<file path="src/rtl/sensor_responder.sv">
// Sensor-side UART endpoint: receives an addressed command byte and answers with
// a data byte followed by its CRC-8, driving the shared return line only while replying.
module sensor_responder #(
    parameter int unsigned CLKS_PER_BIT = 5208,
    parameter logic [7:0]  KEY          = 8'b00110111,
    parameter logic [2:0]  NODE_ADDR    = 3'd1,
    parameter int unsigned GAP_BITS     = 2
) (
    input  logic       clock,
    input  logic       resetn,
    input  logic       rx,
    input  logic [7:0] sample,
    output logic       tx,
    output logic       tx_oe,
    output logic       busy,
    output logic       cmd_err
);

    localparam int unsigned GapCycles = GAP_BITS * CLKS_PER_BIT;
    localparam int unsigned CntMax    = (GapCycles > CLKS_PER_BIT) ? GapCycles : CLKS_PER_BIT;
    localparam int unsigned CntW      = $clog2(CntMax + 1);

    localparam logic [2:0] ST_IDLE     = 3'd0;
    localparam logic [2:0] ST_RX_START = 3'd1;
    localparam logic [2:0] ST_RX_DATA  = 3'd2;
    localparam logic [2:0] ST_RX_STOP  = 3'd3;
    localparam logic [2:0] ST_GAP      = 3'd4;
    localparam logic [2:0] ST_TX_DATA  = 3'd5;
    localparam logic [2:0] ST_TX_CRC   = 3'd6;
    localparam logic [2:0] ST_RX_ERR   = 3'd7;

    localparam logic [4:0] OP_READ = 5'h01;
    localparam logic [4:0] OP_PING = 5'h02;

    function automatic logic [7:0] crc8(input logic [7:0] d);
        logic [7:0] c;
        c = d;
        for (int i = 0; i < 8; i++) begin
            c = c[7] ? ((c << 1) ^ KEY) : (c << 1);
        end
        return c;
    endfunction

    // Bit 0 is the start bit, 1..8 the data LSB first, 9 the stop bit.
    function automatic logic frame_bit(input logic [7:0] b, input logic [3:0] idx);
        logic [3:0] k;
        k = idx - 4'd1;
        if (idx == 4'd0) return 1'b0;
        else if (idx >= 4'd9) return 1'b1;
        else return b[k[2:0]];
    endfunction

    logic [2:0]      state_q, state_d;
    logic [CntW-1:0] clk_cnt_q, clk_cnt_d;
    logic [3:0]      bit_cnt_q, bit_cnt_d;
    logic [7:0]      shift_q, shift_d;
    logic [7:0]      data_q, data_d;
    logic [7:0]      crc_q, crc_d;
    logic            tx_q, tx_d;
    logic            tx_oe_q, tx_oe_d;
    logic            busy_q, busy_d;
    logic            cmd_err_q, cmd_err_d;
    logic            rx_meta_q, rx_sync_q, rx_prev_q;

    logic            bit_tick;
    logic            cmd_valid;
    logic [7:0]      reply_byte;
    logic [7:0]      tx_byte;

    assign bit_tick   = (clk_cnt_q == CntW'(CLKS_PER_BIT - 1));
    assign cmd_valid  = (shift_q[7:5] == NODE_ADDR) &&
                        ((shift_q[4:0] == OP_READ) || (shift_q[4:0] == OP_PING));
    assign reply_byte = (shift_q[4:0] == OP_READ) ? sample : {5'b0, NODE_ADDR};
    assign tx_byte    = (state_q == ST_TX_DATA) ? data_q : crc_q;

    always_comb begin
        state_d   = state_q;
        clk_cnt_d = clk_cnt_q + CntW'(1);
        bit_cnt_d = bit_cnt_q;
        shift_d   = shift_q;
        data_d    = data_q;
        crc_d     = crc_q;
        tx_d      = tx_q;
        tx_oe_d   = tx_oe_q;
        busy_d    = busy_q;
        cmd_err_d = 1'b0;

        case (state_q)
            ST_IDLE: begin
                clk_cnt_d = '0;
                if (rx_prev_q && !rx_sync_q) begin
                    state_d = ST_RX_START;
                end
            end
            ST_RX_START: begin
                if (clk_cnt_q == CntW'(CLKS_PER_BIT / 2 - 1)) begin
                    clk_cnt_d = '0;
                    bit_cnt_d = '0;
                    state_d   = rx_sync_q ? ST_IDLE : ST_RX_DATA;
                end
            end
            ST_RX_DATA: begin
                if (bit_tick) begin
                    clk_cnt_d = '0;
                    shift_d   = {rx_sync_q, shift_q[7:1]};
                    bit_cnt_d = bit_cnt_q + 4'd1;
                    if (bit_cnt_q == 4'd7) begin
                        state_d = ST_RX_STOP;
                    end
                end
            end
            ST_RX_STOP: begin
                if (bit_tick) begin
                    clk_cnt_d = '0;
                    if (!rx_sync_q) begin
                        cmd_err_d = 1'b1;
                        state_d   = ST_RX_ERR;
                    end else if (cmd_valid) begin
                        data_d  = reply_byte;
                        crc_d   = crc8(reply_byte);
                        busy_d  = 1'b1;
                        state_d = ST_GAP;
                    end else begin
                        state_d = ST_IDLE;
                    end
                end
            end
            ST_RX_ERR: begin
                clk_cnt_d = '0;
                if (rx_sync_q) begin
                    state_d = ST_IDLE;
                end
            end
            ST_GAP: begin
                if (clk_cnt_q == CntW'(GapCycles - 1)) begin
                    clk_cnt_d = '0;
                    bit_cnt_d = '0;
                    tx_d      = 1'b0;
                    tx_oe_d   = 1'b1;
                    state_d   = ST_TX_DATA;
                end
            end
            ST_TX_DATA, ST_TX_CRC: begin
                if (bit_tick) begin
                    clk_cnt_d = '0;
                    if (bit_cnt_q == 4'd9) begin
                        bit_cnt_d = '0;
                        if (state_q == ST_TX_DATA) begin
                            // CRC frame starts immediately after the data stop bit.
                            tx_d    = 1'b0;
                            state_d = ST_TX_CRC;
                        end else begin
                            tx_d    = 1'b1;
                            tx_oe_d = 1'b0;
                            busy_d  = 1'b0;
                            state_d = ST_IDLE;
                        end
                    end else begin
                        bit_cnt_d = bit_cnt_q + 4'd1;
                        tx_d      = frame_bit(tx_byte, bit_cnt_q + 4'd1);
                    end
                end
            end
            default: begin
                state_d = ST_IDLE;
            end
        endcase
    end

    always_ff @(posedge clock or negedge resetn) begin
        if (!resetn) begin
            rx_meta_q <= 1'b1;
            rx_sync_q <= 1'b1;
            rx_prev_q <= 1'b1;
            state_q   <= ST_IDLE;
            clk_cnt_q <= '0;
            bit_cnt_q <= '0;
            shift_q   <= '0;
            data_q    <= '0;
            crc_q     <= '0;
            tx_q      <= 1'b1;
            tx_oe_q   <= 1'b0;
            busy_q    <= 1'b0;
            cmd_err_q <= 1'b0;
        end else begin
            rx_meta_q <= rx;
            rx_sync_q <= rx_meta_q;
            rx_prev_q <= rx_sync_q;
            state_q   <= state_d;
            clk_cnt_q <= clk_cnt_d;
            bit_cnt_q <= bit_cnt_d;
            shift_q   <= shift_d;
            data_q    <= data_d;
            crc_q     <= crc_d;
            tx_q      <= tx_d;
            tx_oe_q   <= tx_oe_d;
            busy_q    <= busy_d;
            cmd_err_q <= cmd_err_d;
        end
    end

    assign tx      = tx_q;
    assign tx_oe   = tx_oe_q;
    assign busy    = busy_q;
    assign cmd_err = cmd_err_q;

endmodule

</file>
<file path="config.mk">
export PLATFORM = sky130hd
export DESIGN_NAME = sensor_responder
export DESIGN_NICKNAME = d
export VERILOG_FILES = /design/src/rtl/sensor_responder.sv
export SDC_FILE = /design/constraint.sdc
export NUM_CORES = 1
export LEC_CHECK = 0
export BUFFER_PORTS_ARGS = -buffer_cell sky130_fd_sc_hd__buf_2
export CELL_PAD_IN_SITES_DETAIL_PLACEMENT = 1
export CELL_PAD_IN_SITES_GLOBAL_PLACEMENT = 2
export CORE_AREA = 2 2 105 107
export DETAILED_ROUTE_END_ITERATION = 8
export DIE_AREA = 0 0 107 109
export PLACE_DENSITY_LB_ADDON = 0.05
export SYNTH_ARGS = -nofsm -noshare
export SYNTH_HDL_FRONTEND = slang
export SYNTH_SLANG_ARGS = --single-unit
</file>
<file path="constraint.sdc">
create_clock -name clock -period 3.1 [get_ports clock]
set_input_delay 0.465 -clock clock [delete_from_list [all_inputs] [get_ports clock]]
set_output_delay 0.465 -clock clock [all_outputs]
set_load 0.05 [all_outputs]
</file>
==> results.yml <==
outcome:
  status: "complete, no violations"
cts:
  clkSinkCount: 52
  post-cts-setup-buffers: 0
  cts_max_level: 2
  path_clk_slew_ns: 0.12
  cts_made_buffers: 5
  post_cts_resized: 0
  clockBufferDepth: 2
  cts_root_buffer: "clkbuf_8"
  holdBufCountCts: 0
  clk-insertion-delay-late_ns: 0.32
  cts_tree: "yes"
power:
  p_per_area_nw_per_um2: 532.5
  p_leak_nw: 1.423
  ir_worst_vdd_uv: 181.9
  total_power_mw: 1.826
place:
  place_congestion: 0.7342
  pre_cts_slack_ns: 0.4000
  dp_hpwl_um: 5900
  portBuffers: 14
logic_synthesis:
  yosysSeqAreaShare: 0.4223
  ys_top_cells_by_count: "dfrtp_1, nand2_1, nor2_1, xnor2_1, nand3_1"
  syn-instance-count: 314
  syn_avg_cell_area_sq_um: 9.850
  yosysMostFrequentCell: "dfrtp_1"
  synth.area.top_cells: "dfrtp_1, xnor2_1, nand2_1"
  ys_seq_elements: 52
  synthArstFlopShare: 1.000
  synth_edf_count: 0
  syn_nets: 330
  synth_area_sq_um: 3093
  yosys.area.top_type_share: 0.3883
  yosys_most_used_dff: "dfrtp_1"
  synth_top_area_cell: "dfrtp_1"
  ys_types: 64
  ys_warn_count: 0
sta:
  max_freq_mhz: 365.7
  layout_setup_ws_ns: 0.3655
  grt_setup_unrepaired: "false"
  slew_violations: 0
  fin_tns_setup_ns: 0
  setup_violations: 0
  skew_ns: 0.01587
  fin_crit_sh: 0.8821
  worst_pin_slew_ns: 0.8128
  period_minus_slack_ns: 2.734
  hold_violations: 0
  max-slew-margin-rel: 0.4581
worst_setup_path:
  critPathRequiredTime_ns: 3.30
  rr_endpoint: "data_q[0]$_DFFE_PN0P_"
  start_kind: "flip-flop"
  path_class: "flip-flop to flip-flop"
  r2r_start: "clk_cnt_q[0]$_DFF_PN0_"
  path_max_fanout: 20
  r2r_setup_slack_ns: 0.37
  worstSetupEndpointType: "flip-flop"
  worstPathArrival_ns: 2.94
  rr_worst_depth: 7
floorplan:
  fp.dieArea_sq_um: 11660
  start_util: 0.2917
  die-height_um: 109
  die_x_um: 107
  core_sq_um: 10600
  row_count: 38
  ioPinCount: 15
layout:
  diodes: 0
  fin_util: 0.3235
  drive_above_1_share: 0.1758
  fin_nets: 345
  area_delta_synth_final_pct: 10.88
  fillCellCount: 1233
global_route:
  grt_pass1_vias: 2429
  antenna_found_initial: 0
  grt_start_max_net_pins: 34
  grt_overflow_total: 0
  grt_use_total: 0.1479
  grt_pass1_wl_um: 13410
detailed_routing:
  wl_per_cell_um: 16.83
  dr.first_iter.drc_count: 63
  viasPerCell: 4.915
  num_vias: 2310
  drc: 0
  firstDrtPassIters: 4
  ant_nets: 0
  wirelength_um: 7908
worst_hold_path:
  worstHoldPathType: "input pin to asynchronous set/reset pin"
run:
  drv_cap: 0
==> cells in the final DEF (no fill, tap or decap), types with 3 or more instances in the layout <==
| cell | netlist | final |
|---|---|---|
| mux2_2 | 5 | 5 |
| nand2b_1 | 5 | 5 |
| xnor2_1 | 24 | 24 |
| inv_1 | 11 | 11 |
| clkbuf_8 | 0 | 5 |
| nand2_1 | 40 | 40 |
| nor2b_1 | 3 | 3 |
| o31ai_1 | 3 | 3 |
| a21oi_1 | 4 | 4 |
| mux2_4 | 8 | 8 |
| or3_1 | 4 | 4 |
| dfstp_2 | 4 | 4 |
| nor4_1 | 3 | 3 |
| buf_4 | 1 | 9 |
| dfrtp_1 | 48 | 48 |
| o21ai_0 | 12 | 12 |
| or4_1 | 3 | 3 |
| or3b_2 | 3 | 3 |
| nand3_1 | 13 | 13 |
| and2_1 | 3 | 3 |
| nor3_1 | 4 | 4 |
| xor2_1 | 11 | 11 |
| nand3b_1 | 4 | 4 |
| buf_2 | 1 | 14 |
| and3_1 | 3 | 3 |
| nor2_1 | 24 | 24 |
| o21ai_1 | 7 | 7 |
| o2bb2ai_1 | 4 | 4 |
| ha_1 | 5 | 5 |
==> power breakdown <==
group | leakage (nW) | switching [mW] | total, mW | internal, mW
Clock | 0.0515 | 0.271 | 0.441 | 0.171
Combinational | 0.752 | 0.355 | 0.591 | 0.235
Sequential | 0.620 | 0.0714 | 0.794 | 0.723
Total | 1.42 | 0.697 | 1.83 | 1.13
==> how the worst max path moves through the flow <==
stage | from | endpoint | slack (ns) | cells past startpoint
floorplan | clk_cnt_q[0]$_DFF_PN0_ | shift_q[0]$_DFFE_PN0P_ | 0.59 | 7
global placement | clk_cnt_q[0]$_DFF_PN0_ | data_q[0]$_DFFE_PN0P_ | 0.44 | 7
detailed placement | clk_cnt_q[0]$_DFF_PN0_ | data_q[0]$_DFFE_PN0P_ | 0.40 | 7
CTS | clk_cnt_q[0]$_DFF_PN0_ | data_q[0]$_DFFE_PN0P_ | 0.36 | 7
global route | clk_cnt_q[0]$_DFF_PN0_ | data_q[0]$_DFFE_PN0P_ | 0.18 | 7
finish | clk_cnt_q[0]$_DFF_PN0_ | data_q[0]$_DFFE_PN0P_ | 0.37 | 7
==> stage by stage <==
step                instances  hold slack (ns)  cell area, sq um
floorplan                 314           0.1694              3093
global placement          462           0.3471              3327
detailed placement        462           0.3507              3327
CTS                       470           0.2177              3430
global route              470           0.2027              3430
finish                    470           0.2193              3430
==> cells by family after synthesis <==
group / synth area share
simple gates: 0.2071
buf+inv: 0.04045
compound gates: 0.1210
fa+ha+maj: 0.02023
mux: 0.07484
xor+xnor: 0.1141
flops: 0.4223
==> sequential cells by signal, summed over array words and instances (netlist names), 3 cells and up <==
name and cells:
state_q 3, shift_q 8, data_q 8, crc_q 8, bit_cnt_q 4, clk_cnt_q 14
==> worst max-delay path, cell delays in order (launching register included) <==
cell     delay, ns
dfrtp_1       0.39
ha_1          0.20
or4b_1        0.47
or4_1         0.54
or3_1         0.48
buf_4         0.25
nor3b_1       0.22
a21oi_1       0.06
==> area by class of cell <==
| cell class | count | area [sq um] | area share |
|---|---|---|---|
| Sequential cell | 52 | 1306 | 0.3809 |
| Inverter | 11 | 41.29 | 0.01204 |
| Clock buffer | 5 | 68.82 | 0.02007 |
| Tap cell | 140 | 175.2 | 0.05108 |
| Multi-Input combinational cell | 236 | 1667 | 0.4860 |
| Clock inverter | 3 | 33.78 | 0.009850 |
| Timing Repair Buffer | 23 | 137.6 | 0.04013 |
==> routing by layer <==
layer,up-vias,part of all wire,routed length (um),global-route usage
met2,22,0.44,3471,0.2216
met1,1151,0.53,4227,0.2223
met4,0,0.010,80,0.03618
li1,1132,-,-,-
met3,5,0.016,129,0.02331
met5,-,0,0,0
Power figures use the tool's default switching activity.
